===== src/rtl/apb_mst_pkg.sv =====
// Shared types and constants for the APB master bridge.
// The FSM encoding, default bus widths and wait-counter width live here.
package apb_mst_pkg;

  localparam int ADDR_W_DEF = 32;
  localparam int DATA_W_DEF = 32;
  localparam int CNT_W      = 16;

  typedef enum logic [1:0] {
    ST_IDLE   = 2'd0,
    ST_SETUP  = 2'd1,
    ST_ACCESS = 2'd2,
    ST_RESP   = 2'd3
  } apb_state_e;

endpackage


===== src/rtl/apb_mst_wdog.sv =====
// ACCESS-phase wait counter for the APB master bridge.
// It is only instantiated when APB_MST_PREADY_EN is defined.
module apb_mst_wdog
  import apb_mst_pkg::*;
#(
  parameter int TIMEOUT = 255
) (
  input  logic pclk,
  input  logic prst,
  input  logic clr,
  input  logic cnt_en,
  output logic expired
);

  // expired marks the TIMEOUT-th ACCESS cycle, because the count starts at zero
  localparam logic [CNT_W-1:0] LIMIT = CNT_W'(TIMEOUT - 1);

  logic [CNT_W-1:0] cnt_r;

  // wait counter: cleared before ACCESS, steps on each stalled ACCESS cycle
  always_ff @(posedge pclk or posedge prst) begin
    if (prst) begin
      cnt_r <= {CNT_W{1'b0}};
    end else if (clr) begin
      cnt_r <= {CNT_W{1'b0}};
    end else if (cnt_en) begin
      cnt_r <= cnt_r + CNT_W'(1);
    end else begin
      cnt_r <= cnt_r;
    end
  end

  assign expired = (cnt_r == LIMIT);

endmodule


===== src/rtl/apb_master_bridge.sv =====
// Single-outstanding APB initiator: valid/ready command in, APB SETUP/ACCESS out, response back.
// Optional pready/pslverr support and ACCESS timeout are enabled with APB_MST_PREADY_EN.
module apb_master_bridge
  import apb_mst_pkg::*;
#(
  parameter int ADDR_W  = ADDR_W_DEF,
  parameter int DATA_W  = DATA_W_DEF,
  parameter int TIMEOUT = 255
) (
  input  logic              pclk,
  input  logic              prst,
  input  logic              cmd_valid,
  output logic              cmd_ready,
  input  logic [ADDR_W-1:0] cmd_addr,
  input  logic [DATA_W-1:0] cmd_wdata,
  input  logic              cmd_write,
  input  logic [2:0]        cmd_prot,
  output logic              rsp_valid,
  input  logic              rsp_ready,
  output logic [DATA_W-1:0] rsp_rdata,
  output logic              rsp_err,
  output logic [ADDR_W-1:0] paddr,
  output logic              psel,
  output logic              penable,
  output logic [2:0]        pprot,
  output logic              pwrite,
  output logic [DATA_W-1:0] pwdata,
`ifdef APB_MST_PREADY_EN
  input  logic              pready,
  input  logic              pslverr,
`endif
  input  logic [DATA_W-1:0] prdata
);

  if (TIMEOUT < 1 || TIMEOUT > 65535) begin : g_bad_timeout
    $error("apb_master_bridge: TIMEOUT must be within 1..65535");
  end

  apb_state_e state_r;
  apb_state_e next_s;
  logic       accept_s;
  logic       done_s;
  logic       err_s;

  assign accept_s = (state_r == ST_IDLE) && cmd_valid && cmd_ready;

`ifdef APB_MST_PREADY_EN
  logic expired_s;

  apb_mst_wdog #(
    .TIMEOUT (TIMEOUT)
  ) u_wdog (
    .pclk    (pclk),
    .prst    (prst),
    .clr     (state_r == ST_SETUP),
    .cnt_en  ((state_r == ST_ACCESS) && !pready),
    .expired (expired_s)
  );

  // A timeout abort reports an error even though the slave never answered
  assign done_s = pready || expired_s;
  assign err_s  = pready ? pslverr : 1'b1;
`else
  assign done_s = 1'b1;
  assign err_s  = 1'b0;
`endif

  // next-state decode
  always_comb begin
    next_s = state_r;
    case (state_r)
      ST_IDLE: begin
        if (accept_s) next_s = ST_SETUP;
        else          next_s = ST_IDLE;
      end
      ST_SETUP: next_s = ST_ACCESS;
      ST_ACCESS: begin
        if (done_s) next_s = ST_RESP;
        else        next_s = ST_ACCESS;
      end
      ST_RESP: begin
        if (rsp_ready) next_s = ST_IDLE;
        else           next_s = ST_RESP;
      end
      default: next_s = ST_IDLE;
    endcase
  end

  // state register
  always_ff @(posedge pclk or posedge prst) begin
    if (prst) state_r <= ST_IDLE;
    else      state_r <= next_s;
  end

  // handshake and APB strobes are registered decodes of the next state
  always_ff @(posedge pclk or posedge prst) begin
    if (prst) begin
      psel      <= 1'b0;
      penable   <= 1'b0;
      cmd_ready <= 1'b0;
      rsp_valid <= 1'b0;
    end else begin
      psel      <= (next_s == ST_SETUP) || (next_s == ST_ACCESS);
      penable   <= (next_s == ST_ACCESS);
      cmd_ready <= (next_s == ST_IDLE);
      rsp_valid <= (next_s == ST_RESP);
    end
  end

  // command capture: APB address/data/control change only on acceptance
  always_ff @(posedge pclk or posedge prst) begin
    if (prst) begin
      paddr  <= {ADDR_W{1'b0}};
      pwdata <= {DATA_W{1'b0}};
      pwrite <= 1'b0;
      pprot  <= 3'b000;
    end else if (accept_s) begin
      paddr  <= cmd_addr;
      pwdata <= cmd_wdata;
      pwrite <= cmd_write;
      pprot  <= cmd_prot;
    end
  end

  // response capture on the completing ACCESS cycle; held through RESP
  always_ff @(posedge pclk or posedge prst) begin
    if (prst) begin
      rsp_rdata <= {DATA_W{1'b0}};
      rsp_err   <= 1'b0;
    end else if ((state_r == ST_ACCESS) && done_s) begin
      rsp_rdata <= (!pwrite && !err_s) ? prdata : {DATA_W{1'b0}};
      rsp_err   <= err_s;
    end
  end

endmodule


===== config.mk =====
export PLATFORM = sky130hd
export DESIGN_NAME = apb_master_bridge
export DESIGN_NICKNAME = d
export VERILOG_FILES = /design/src/rtl/apb_mst_pkg.sv /design/src/rtl/apb_mst_wdog.sv /design/src/rtl/apb_master_bridge.sv
export SDC_FILE = /design/constraint.sdc
export NUM_CORES = 1
export LEC_CHECK = 0
export CAP_MARGIN = 20
export CORE_AREA = 2 2 103 105
export DETAILED_ROUTE_END_ITERATION = 7
export DIE_AREA = 0 0 105 107
export PLACE_DENSITY = 0.81
export REMOVE_ABC_BUFFERS = 1
export SYNTH_ARGS = -nofsm -noshare
export SYNTH_HDL_FRONTEND = slang
export SYNTH_SLANG_ARGS = --single-unit

===== constraint.sdc =====
create_clock -name pclk -period 8.56 [get_ports pclk]
set_clock_uncertainty 0.05 [all_clocks]
set_input_delay 1.284 -clock pclk [delete_from_list [all_inputs] [get_ports pclk]]
set_output_delay 1.284 -clock pclk [all_outputs]
set_load 0.005 [all_outputs]

## Word level (Yosys, flattened, before mapping)

Cells that the tools add are included.

- Equality and inequality tests: 6
- Muxes and demuxes: 4
- Reduce and logical (&&, ||, !) cells: 5

Operators with widths:

| kind | number |
|---|---|
| two-way mux 32 bit | 1 |
| == test 2 bit (second input constant) | 4 |
| one-hot mux 2 bit (4 select lines) | 1 |
| == test 2 x 1 -> 1 bit (second input constant) | 2 |
| logical NOT 2 bit | 2 |
| logical AND 1 bit | 2 |
| two-way mux 2 bit | 1 |
| logical OR 1 bit | 1 |
| two-way mux 1 bit | 1 |

- Register bits: 106
- Input port bits: 104
- Output and inout port bits: 105
- Word-level logic and storage cells: 25

## Depth between registers and ports, before layout

- Depth in word-level cells: 7
- Gate-level depth with buffers: 6
- Mapped depth without buffers: 3

## Least setup slack after synthesis

OpenSTA, ideal clock, no wires.

- Path kind: input to register
- From: input port cmd_valid
- To: register pwdata[0]
- Library setup time: 0.125 ns
- Arrival: 2.245 ns
- Required time: 8.385 ns
- Path slack: 6.139 ns
- Stages: 5
- Path buffers: 3
- Path through: nor4bb_4 -> buf_4 -> buf_12 -> buf_12 -> mux2_4

- Word-level cells in the longest chain between the ends: 2

RTL lines:

| item | RTL line | text |
|---|---|---|
| start: declaration | apb_master_bridge.sv:12 | `input logic cmd_valid,` |
| logical AND 1 bit (2 in a row) | apb_master_bridge.sv:45 | `assign accept_s = (state_r == ST_IDLE) && cmd_valid && cmd_ready;` |
| end signal: assignment | apb_master_bridge.sv:114 | `pwdata <= {DATA_W{1'b0}};` |
| end signal: assignment | apb_master_bridge.sv:119 | `pwdata <= cmd_wdata;` |
| end: declaration | apb_master_bridge.sv:27 | `output logic [DATA_W-1:0] pwdata,` |

Every way passes these cells.
A chain may end at the register's enable or synchronous reset.

## Worst setup path in the final report

- From: input port cmd_valid
- To: register paddr[5]

- Word-level cells in the longest chain between the ends: 2

RTL lines:

| item | RTL line | text |
|---|---|---|
| logical AND 1 bit (2 in a row) | apb_master_bridge.sv:45 |  |
| end signal: assignment | apb_master_bridge.sv:113 | `paddr <= {ADDR_W{1'b0}};` |
| end signal: assignment | apb_master_bridge.sv:118 | `paddr <= cmd_addr;` |
| end: declaration | apb_master_bridge.sv:22 | `output logic [ADDR_W-1:0] paddr,` |

Every way passes these cells.

==> impl_metrics.env <==
export IMPL_status="complete, no violations"
export IMPL_ioPinCount=209
export IMPL_startpoint_type="primary input"
export IMPL_tightest_slew_ps=904
export IMPL_synth_seq_cells=106
export IMPL_postCtsSetupBuffers=0
export IMPL_ys_flop_type="dfrtp_1"
export IMPL_drive_gt1_share_pct=25.7
export IMPL_dp_hpwl_um=7460
export IMPL_powerDensity_nw_per_um2=335
export IMPL_clock_path_buffers=2
export IMPL_drc_errors=0
export IMPL_grt_remaining_overflow=0
export IMPL_syn_inst=268
export IMPL_dp_slack_ps=5200
export IMPL_area_growth_pct=54.6
export IMPL_wl_per_cell_um=16.4
export IMPL_die_area_um2=11200
export IMPL_slew_headroom_pct=39.6
export IMPL_wl_um=10100
export IMPL_drtIter0Drc=75
export IMPL_path_clk_slew_ps=100
export IMPL_cp_data_arrival_time_ps=3170
export IMPL_netlist_area_um2=4310
export IMPL_layout_worst_path_cycle_share_pct=34.7
export IMPL_syn_area_per_cell_um2=16.1
export IMPL_cap_violations=0
export IMPL_yosysWarnings=0
export IMPL_min_path_type="flop to flop"
export IMPL_utilization_pct=66.1
export IMPL_crit_buf_inv=2
export IMPL_fin_cells=614
export IMPL_root_buffer="clkbuf_8"
export IMPL_critPathMaxFanout=55
export IMPL_rsz0062_at_grt="false"
export IMPL_grt_pass1_wl_um=16200
export IMPL_worst_ep_required_time_ps=8760
export IMPL_cp_slowest_cell="buf_4"
export IMPL_row_count=37
export IMPL_fin_nets=578
export IMPL_total_power_mw=2.23
export IMPL_fin_tns_setup_ps=0
export IMPL_critical_path_max_stage_delay_ps=630
export IMPL_setup_violations_final=0
export IMPL_via_per_inst=4.78
export IMPL_peakVddDrop_mv=0.161
export IMPL_maxSlewViolCount=0
export IMPL_crit_path_end_kind="flop"
export IMPL_grt_max_degree=63
export IMPL_synth_edf_count=0
export IMPL_fin_ws_ps=5590
export IMPL_ant_nets=0
export IMPL_place_gp_congestion=0.735
export IMPL_cts_tree="built"
export IMPL_num_antenna_cells=0
export IMPL_criticalPathCategory="primary input to flop"
export IMPL_die_y_um=107
export IMPL_fin_crit_ps=2970
export IMPL_io_buffer_count=207
export IMPL_cts_made_buffers=9
export IMPL_initial_core_util_pct=42.7
export IMPL_ctsHoldBuffers=0
export IMPL_insertion_delay_ps=350
export IMPL_cts_resized=0
export IMPL_dr_pass1_iters=4
export IMPL_regToRegSetupSlack_ps=6480
export IMPL_antenna_found_initial=0
export IMPL_core_um2=10100
export IMPL_numClockSinks=106
export IMPL_clock_fmax_mhz=337
export IMPL_post_synth_num_cell_types=21
export IMPL_ys_seq_area_share_pct=61.5
export IMPL_num_vias=2933
export IMPL_first_global_vias=3171
export IMPL_die_w_um=105
export IMPL_htreeDepth=3
export IMPL_p_leak_nw=2.83
export IMPL_crit_chain="clkdlybuf4s50_1, nor4bb_4, buf_4, mux2_2"
export IMPL_finalHoldViolCount=0
export IMPL_path_delay_family="buffers and inverters"
export IMPL_grt_total_usage_pct=18.6
export IMPL_synthArstFlopShare_pct=100
export IMPL_dp_cells=598
## cells in the mapped netlist, types with 3 or more instances
cell      number  area share, %
clkbuf_1       3           0.26
dfrtp_1      106             62
mux2_2        79             21
buf_12         3            1.4
buf_4          9            1.6
mux2_4        20            7.0
nor2b_1       34            4.9
## metrics by stage
stage / hold slack [ps] / area, um2
after floorplan: 433 / 4160
after global placement: 417 / 6440
after detailed placement: 427 / 6440
after CTS: 449 / 6670
after global routing: 464 / 6670
final: 443 / 6670
## power breakdown
group | internal, mW | switching (mW)
Combinational | 0.709 | 0.299
Sequential | 0.747 | 0.136
Clock | 0.173 | 0.169
Total | 1.63 | 0.604
## cells in the final DEF (no fill, tap or decap), types with 2 or more instances in the layout
| master | count |
|---|---|
| dfrtp_1 | 106 |
| clkbuf_8 | 10 |
| bufinv_16 | 2 |
| clkdlybuf4s50_1 | 207 |
| nor2b_1 | 33 |
| mux2_2 | 79 |
| buf_4 | 4 |
| mux2_4 | 20 |
| clkinv_4 | 2 |
## path summary, 6_finish.rpt
kind | from | to | cells past startpoint
setup / recovery | cmd_valid | paddr[5]$_DFFE_PP0P_ | 4
hold / removal | rsp_rdata[23]$_DFFE_PP0P_ | rsp_rdata[23]$_DFFE_PP0P_ | 1
setup reg to reg | state_r[0]$_DFF_PP0_ | paddr[5]$_DFFE_PP0P_ | 3
hold reg to reg | rsp_rdata[23]$_DFFE_PP0P_ | rsp_rdata[23]$_DFFE_PP0P_ | 1
max in group asynchronous | prst | pwdata[1]$_DFFE_PP0P_ | 3
min in group asynchronous | prst | rsp_rdata[6]$_DFFE_PP0P_ | 2
## cells by family after synthesis
kind of cell,count (synthesis),share of synthesized area [%]
muxes,100,27.9
buffers and inverters,18,3.68
DFF,106,61.5
other,1,0.0869
adders and majority gates,1,0.290
and+or+nand+nor,37,5.71
AOI/OAI and AO/OA,5,0.870
## metal layers
metal | routed length [um] | GRT usage [%] | part of all wire [%] | up-vias
met1 | 3820 | 21.8 | 38 | 1459
li1 | - | - | - | 1323
met4 | 305 | 9.90 | 3.0 | 0
met5 | 0 | 0 | 0 | -
met2 | 5140 | 30.6 | 51 | 127
met3 | 812 | 5.96 | 8.1 | 24
## final cells by class
cell class	count	area, um2
fill	790	3420
tap	136	170
clock inverter	6	90.1
inverter	1	6.26
timing repair buffer	211	2100
clock buffer	10	138
sequential	106	2650
multi-input combinational	144	1510
## sequential cells by signal (all words and copies together) (netlist names), 2 cells and up
name       flops
paddr         32
pprot          3
pwdata        32
state_r        2
rsp_rdata     32
No activity file was read; power rests on OpenSTA's default activity.
